**src/rtl/ifetch_unit.sv**
```systemverilog
// Instruction fetch unit: IDLE -> FETCH -> HOLD loop with branch/jump next-PC selection.
// Optional IFETCH_PERF_COUNT_EN macro enables the accepted-instruction counter on fetch_count.
module ifetch_unit #(
  parameter logic [31:0] RESET_PC = 32'h0000_3000
) (
  input  logic        clk,
  input  logic        rst,
  input  logic [31:0] ext_imm,
  input  logic [25:0] target26,
  input  logic        branch,
  input  logic        zero,
  input  logic        jump,
  output logic        imem_req,
  output logic [31:0] imem_addr,
  input  logic        imem_ready,
  input  logic [31:0] imem_rdata,
  output logic [31:0] instr,
  output logic        instr_valid,
  input  logic        instr_ack,
  output logic [31:0] pc,
  output logic [31:0] fetch_count,
  output logic [1:0]  state_dbg
);

  localparam logic [1:0] IDLE  = 2'd0;
  localparam logic [1:0] FETCH = 2'd1;
  localparam logic [1:0] HOLD  = 2'd2;

  logic [1:0]  state;
  logic [31:0] pc_plus4;
  logic [31:0] next_pc;
  logic        accept;

  // Handshakes: memory side completes when imem_req && imem_ready; decode side
  // takes the instruction when instr_valid && instr_ack. Both strobes are ignored
  // whenever their own request/valid is low.
  assign imem_req    = (state == FETCH);
  assign instr_valid = (state == HOLD);
  assign imem_addr   = pc;
  assign state_dbg   = state;
  assign accept      = (state == HOLD) && instr_ack;

  assign pc_plus4 = pc + 32'd4;

  always_comb begin
    next_pc = pc_plus4;
    if (jump) begin
      next_pc = {pc_plus4[31:28], target26, 2'b00};
    end else if (branch && zero) begin
      next_pc = pc_plus4 + (ext_imm << 2);
    end
  end

  always_ff @(posedge clk) begin
    if (rst) begin
      state <= IDLE;
      pc    <= RESET_PC;
      instr <= '0;
    end else begin
      case (state)
        IDLE: state <= FETCH;
        FETCH: begin
          if (imem_ready) begin
            instr <= imem_rdata;
            state <= HOLD;
          end
        end
        HOLD: begin
          if (instr_ack) begin
            pc    <= next_pc;
            state <= FETCH;
          end
        end
        default: state <= IDLE;
      endcase
    end
  end

`ifdef IFETCH_PERF_COUNT_EN
  logic [31:0] count_q;

  always_ff @(posedge clk) begin
    if (rst) begin
      count_q <= '0;
    end else if (accept) begin
      count_q <= count_q + 32'd1;
    end
  end

  assign fetch_count = count_q;
`else
  logic unused_accept;
  assign unused_accept = accept;
  assign fetch_count   = '0;
`endif

endmodule

```
**config.mk**
```make
export PLATFORM = sky130hd
export DESIGN_NAME = ifetch_unit
export DESIGN_NICKNAME = d
export VERILOG_FILES = /design/src/rtl/ifetch_unit.sv
export SDC_FILE = /design/constraint.sdc
export NUM_CORES = 1
export LEC_CHECK = 0
export BUFFER_PORTS_ARGS = -buffer_cell sky130_fd_sc_hd__clkbuf_2
export CORE_ASPECT_RATIO = 1.25
export CORE_MARGIN = 1.5
export CORE_UTILIZATION = 45
export DETAILED_ROUTE_END_ITERATION = 12
export PLACE_DENSITY = 0.79
export SLEW_MARGIN = 20
export SYNTH_ARGS = -nofsm -noshare
export SYNTH_HDL_FRONTEND = slang
export SYNTH_SLANG_ARGS = --single-unit
```
**constraint.sdc**
```tcl
create_clock -name clk -period 3.2 [get_ports clk]
set_clock_uncertainty 0.05 [all_clocks]
set_input_delay 0.48 -clock clk [delete_from_list [all_inputs] [get_ports clk]]
set_output_delay 0.48 -clock clk [all_outputs]
set_load 0.05 [all_outputs]
```
; ---- After elaboration in Yosys (flattened, before gate mapping)
; Index checks and enable logic that the tools add are counted.
[classes]
n_addsub = 2
n_mul = 0
div_mod_pow = 0
magnitude_cmp = 0
n_eq_ne = 4
shifts = 0
n_mux = 5
bitwise = 0
reduce_logical = 5
[ops]
columns = cell, count
row1 = 2-to-1 mux 32 bit, 2
row2 = "adder 32 x 3 -> 32 bit, second input constant", 1
row3 = adder 32 bit, 1
row4 = one-hot mux 2 bit (3 select lines), 1
row5 = AND reduction 2 bit, 3
row6 = 2-to-1 mux 2 bit, 2
row7 = "inequality test 2 x 1 -> 1 bit, second input constant", 2
row8 = "equality test 2 x 1 -> 1 bit, second input constant", 1
row9 = "equality test 2 bit, second input constant", 1
row10 = logical NOT 2 bit, 1
row11 = logical AND 1 bit, 1
[word_totals]
reg_bits = 66
latch_bits = 0
mem_bits_rw = 0
romBits = 0
inputBits = 97
wordCells = 19
memories = 0

; ---- Logic depth before layout (Yosys ltp)
[depth]
word_depth = 4
ltp_mapped = 17
ltp_nobuf = 15

; ---- Worst setup path after synthesis
; Ideal clock, no wire load.
[synth_path]
path_kind = reg2reg
from = register pc[4], in the netlist imem_addr[4]
to = register pc[27], in the netlist imem_addr[27]
setup_time_ns = 0.070
arrival_time_ns = 3.760
required_time_ns = 3.080
slack_ns = -0.681
path_stages_with_launch = 17
synth_period_minus_slack_ns = 3.881
cell_sequence = dfxtp_1 > and4_1 > clkbuf_1 > nand4_1 > nor2_1 > and3_1 > xor2_1 > ha_1 > nand2_1 > o21bai_1 > a21oi_1 > o31ai_1 > a211oi_1 > xnor2_1 > nand2_1 > a311o_1 > a21oi_1
[synth_via]
elab_chain_len = 4
[synth_rtl]
columns = item, line
row1 = from (decl), 20  ; output logic [31:0] pc,
row2 = from (signal assigned), 70  ; pc <= next_pc;
row3 = adder 32 x 3 -> 32 bit (*), 43  ; assign pc_plus4 = pc + 32'd4;
row4 = adder 32 bit, 50  ; next_pc = pc_plus4 + (ext_imm << 2);
row5 = 2-to-1 mux 32 bit (*), 49  ; end else if (branch && zero) begin
row6 = 2-to-1 mux 32 bit (*), 47  ; if (jump) begin
; Mark *: on every way between the ends. The rest lies on a longest branch, timed or not.
; A chain may end at the register's enable or synchronous reset.

; ---- Worst setup path after layout
[layout_path]
from = register pc[12], in the netlist imem_addr[12]
to = register pc[27], in the netlist imem_addr[27]
; Same word-level chain as after synthesis.

==> results.md <==
Worst setup path:
- The critical path capture point type is a register.
- The critical path is of the reg -> reg type.
- The number of cells on the worst reg-to-reg path is 15.
- The worst setup path is launched from a register.
- Data on the critical path arrives at its endpoint at 3.72 ns.
- STA puts the critical path data required time at 3.41 ns.
- In this run the worst path has a maximum fanout of 3.

CTS:
- The TritonCTS clock tree is done.
- TritonCTS created 9 clock buffers.
- After clock tree synthesis, the flow added hold-fix buffers numbering 0.
- The number of buffers on the longest clock path is 2.
- The H-tree was split into 3 levels.
- The latest clock arrival within the worst-skew pair is 0.33 ns.
- Counting every sink on the clock net gives 64.
- The clock tree root driver cell is sky130_fd_sc_hd__clkbuf_16.
- The post-CTS clock slew at the launch and capture registers of the worst setup and hold paths is 0.06 ns.

Yosys:
- The area of the mapped netlist is 5530 µm².
- Yosys mapped a number of flops with a built-in enable equal to 0.
- The mean area per synthesized cell is 7.46 µm².
- Of all flip-flops after synthesis, the portion carrying an async set or reset was 0%.
- For this run, the number of Yosys warnings is 0.
- In this run, synthesis produced a sequential element count of 64.
- In the post-synthesis netlist, the biggest area contributors are sky130_fd_sc_hd__dfxtp_1 23%, sky130_fd_sc_hd__buf_4 9.0%, sky130_fd_sc_hd__ha_1 8.4%.
- sky130_fd_sc_hd__dfxtp_1 takes more of the synthesized area than any other cell.
- Of the post-synthesis cell area, the dominant cell type holds 23.2%.
- The cell count after synthesis is 741.
- The number of distinct library cell variants in the gate-level netlist after synthesis is 65.
- The most used flip-flop cell after synthesis is sky130_fd_sc_hd__dfxtp_1.
- The share of the Yosys chip area taken by registers is 23.2%.

Timing:
- Setup repair after global routing could not meet its margin everywhere.
- Summed over all failing endpoints, the final setup total negative slack is -2.15 ns.
- Setup violations remaining at the end of the flow were counted as 14.
- The worst path uses 110% of the clock period.
- The final critical-path setup slack is -0.313 ns.
- The measured slew at the worst slew-check pin is 1.05 ns.
- The worst slew slack as a fraction of its limit is 29.6%.
- The number of slew-limit violations in the final report is 0.
- Derived from the worst setup path, the maximum achievable clock frequency is 0.285 GHz.
- The final critical-path required period is 3.51 ns.
- The count of final hold-check violations came to 0.

Layout:
- In the layout the commonest cells are 190 x sky130_fd_sc_hd__clkbuf_2, 156 x sky130_fd_sc_hd__buf_4, 109 x sky130_fd_sc_hd__nand2_1.
- The final core utilization is 70.1%.
- The number of diodes is 0.
- After the last flow step, the layout net total stands at 1170.
- Leaving out fill and tap cells, the most frequent cell in the layout is sky130_fd_sc_hd__clkbuf_2.
- The finished layout cell area is 8450 µm².
- Compared with the post-synthesis result, the final layout area differs by 52.8%.
- Of the cells placed in the final design, the portion with a size suffix greater than 1 is 48.3%.
- The post-layout instance count excluding filler cells is 1204.

Detailed routing:
- After detailed routing, the average wire length per cell comes to 16.6 µm.
- The average via count per standard cell is 5.51.
- The sum of routed wire length over all layers is 20.0 mm.
- In the routed design, unresolved DRC markers number 0.
- The pre-antenna-repair detailed-routing pass consisted of 5 iterations.
- The routed layout has 6631 vias.
- After the first detailed-routing iteration, the DRC count stood at 536.
- The count of nets left with antenna violations once routing finished came out at 0.

Run:
- The max capacitance violation total is 0.

Die:
- The total die area is 13000 µm².
- The core footprint is 12000 µm².
- The die span in x is 102 µm.
- The count of pins on the block boundary is 229.
- The vertical die dimension is 127 µm.
- The standard-cell row count is 45.
- The initial core utilization is 45.9%.

Place:
- The wire-length estimate of the detail-placed layout is 14.0 mm.
- The routability-driven placement congestion ratio is 0.991.
- The worst setup slack after placement is -0.351 ns.
- The number of placed instances, taps included, is 1171.
- The placed standard-cell area is 7320 µm².
- Port buffering added 190 buffers.

Global route:
- The overall global routing resource usage is 27.5%.
- The wire length of the first global-routing pass is 28.1 mm.
- The initial antenna violation count is 0.
- The number of global-route vias before repair is 5835.
- Summed over all layers, the global routing overflow is 0.
- Entering global routing, the biggest net connects 65 pins.

Run status:
- The final reports fail on negative setup slack.
- The run finished, with violations left.

Power:
- Dividing total power by cell area gives a power density of 309 nW/µm².
- The peak ir drop on the vdd network is 0.268 mV.
- The analysis attributes to cell leakage a power of 0.00409 µW.

Worst hold path:
- The type of the tightest min-delay check is in -> reg.
- The number of cells on the worst hold path is 3.
## through the flow
stage / hold WS [ns] / power [µW]
2_1_floorplan: 0.507 / 1360
3_3_place_gp: 0.391 / 1550
3_5_place_dp: 0.396 / 1560
4_1_cts: 0.302 / 2550
5_1_grt: 0.317 / 2710
6_report: 0.312 / 2610
## metal layers
| metal | global-route usage (%) | routed length (µm) |
|---|---|---|
| met1 | 33.1 | 7730 |
| met2 | 47.7 | 9820 |
| met3 | 4.57 | 1580 |
| met4 | 11.1 | 886 |
| met5 | 0 | 0 |
## synth_stat cells, types with 3 or more instances
library cell,n
sky130_fd_sc_hd__clkbuf_8,4
sky130_fd_sc_hd__a211o_1,3
sky130_fd_sc_hd__a31oi_1,4
sky130_fd_sc_hd__a21oi_1,92
sky130_fd_sc_hd__or3_1,4
sky130_fd_sc_hd__and2_1,3
sky130_fd_sc_hd__nand2b_1,5
sky130_fd_sc_hd__a21o_2,3
sky130_fd_sc_hd__mux2i_1,3
sky130_fd_sc_hd__a21o_1,15
sky130_fd_sc_hd__xnor2_1,37
sky130_fd_sc_hd__clkbuf_1,29
sky130_fd_sc_hd__o31ai_1,7
sky130_fd_sc_hd__o211ai_1,10
sky130_fd_sc_hd__and3_1,11
sky130_fd_sc_hd__nor4_1,3
sky130_fd_sc_hd__buf_4,66
sky130_fd_sc_hd__o21bai_1,5
sky130_fd_sc_hd__nand4_1,23
sky130_fd_sc_hd__nor3_1,8
sky130_fd_sc_hd__inv_1,10
sky130_fd_sc_hd__nand3_1,20
sky130_fd_sc_hd__nand2_1,112
sky130_fd_sc_hd__nor2b_1,7
sky130_fd_sc_hd__o22ai_1,4
sky130_fd_sc_hd__xor2_1,11
sky130_fd_sc_hd__a211oi_1,18
sky130_fd_sc_hd__and4_1,4
sky130_fd_sc_hd__nor2_1,50
sky130_fd_sc_hd__buf_1,3
sky130_fd_sc_hd__dfxtp_1,64
sky130_fd_sc_hd__o21ai_0,22
sky130_fd_sc_hd__ha_1,37
## kinds of logic after synthesis
family                     Yosys count  synth area share (%)
other                                1                0.0678
xor gates and xnor gates            48                  7.60
muxes                                3                 0.543
adders and majority gates           38                  8.73
buffers and inverters              117                  13.5
DFF                                 64                  23.2
AOI/OAI and AO/OA                  211                  24.5
and+or+nand+nor                    259                  21.9
## registers in the layout, indices dropped and copies added (netlist names)
signal	count
instr	32
imem_addr	30
state_dbg	2
## where the power goes
part | switching (µW) | internal (µW)
sequential | 16.6 | 816
combinational | 522 | 282
clock | 379 | 595
total | 917 | 1690
## cell type report
type,count,area [µm²]
fillers,956,3600
inverters,10,40.0
clock buffers,11,264
well taps,164,205
flip-flops and latches,64,1340
multi-input cells,595,4340
clock inverters,5,36.3
repair buffers,355,2220
## path summary, 6_finish.rpt
kind | from | to | slack [ns]
max | imem_addr[12]$_SDFFE_PP1P_ | imem_addr[27]$_SDFFE_PP0P_ | -0.31
min | imem_rdata[26] | instr[26]$_SDFFE_PP0P_ | 0.31
max reg2reg | imem_addr[12]$_SDFFE_PP1P_ | imem_addr[27]$_SDFFE_PP0P_ | -0.31
min reg2reg | instr[6]$_SDFFE_PP0P_ | instr[6]$_SDFFE_PP0P_ | 0.40
## worst max-delay path, cell delays in order, from the launching register on
cell and delay [ns]:
sky130_fd_sc_hd__dfxtp_4 0.34, sky130_fd_sc_hd__and4_4 0.24, sky130_fd_sc_hd__nand4_1 0.16, sky130_fd_sc_hd__nor2_2 0.20
sky130_fd_sc_hd__nand4_1 0.19, sky130_fd_sc_hd__xnor2_2 0.21, sky130_fd_sc_hd__ha_1 0.35, sky130_fd_sc_hd__a21o_1 0.19
sky130_fd_sc_hd__o21bai_4 0.19, sky130_fd_sc_hd__nor2_2 0.24, sky130_fd_sc_hd__o31ai_4 0.13, sky130_fd_sc_hd__a211oi_2 0.18
sky130_fd_sc_hd__xnor2_1 0.15, sky130_fd_sc_hd__nand2_1 0.09, sky130_fd_sc_hd__a311o_1 0.40, sky130_fd_sc_hd__a21oi_1 0.13
## what timing repair did
action | CTS | global route
setup buffers | 8 | 10
pin swaps | 21 | 44
gates resized for setup | 53 | 75
setup endpoints to repair | 19 | 21
(Power assumes the default switching activity.)
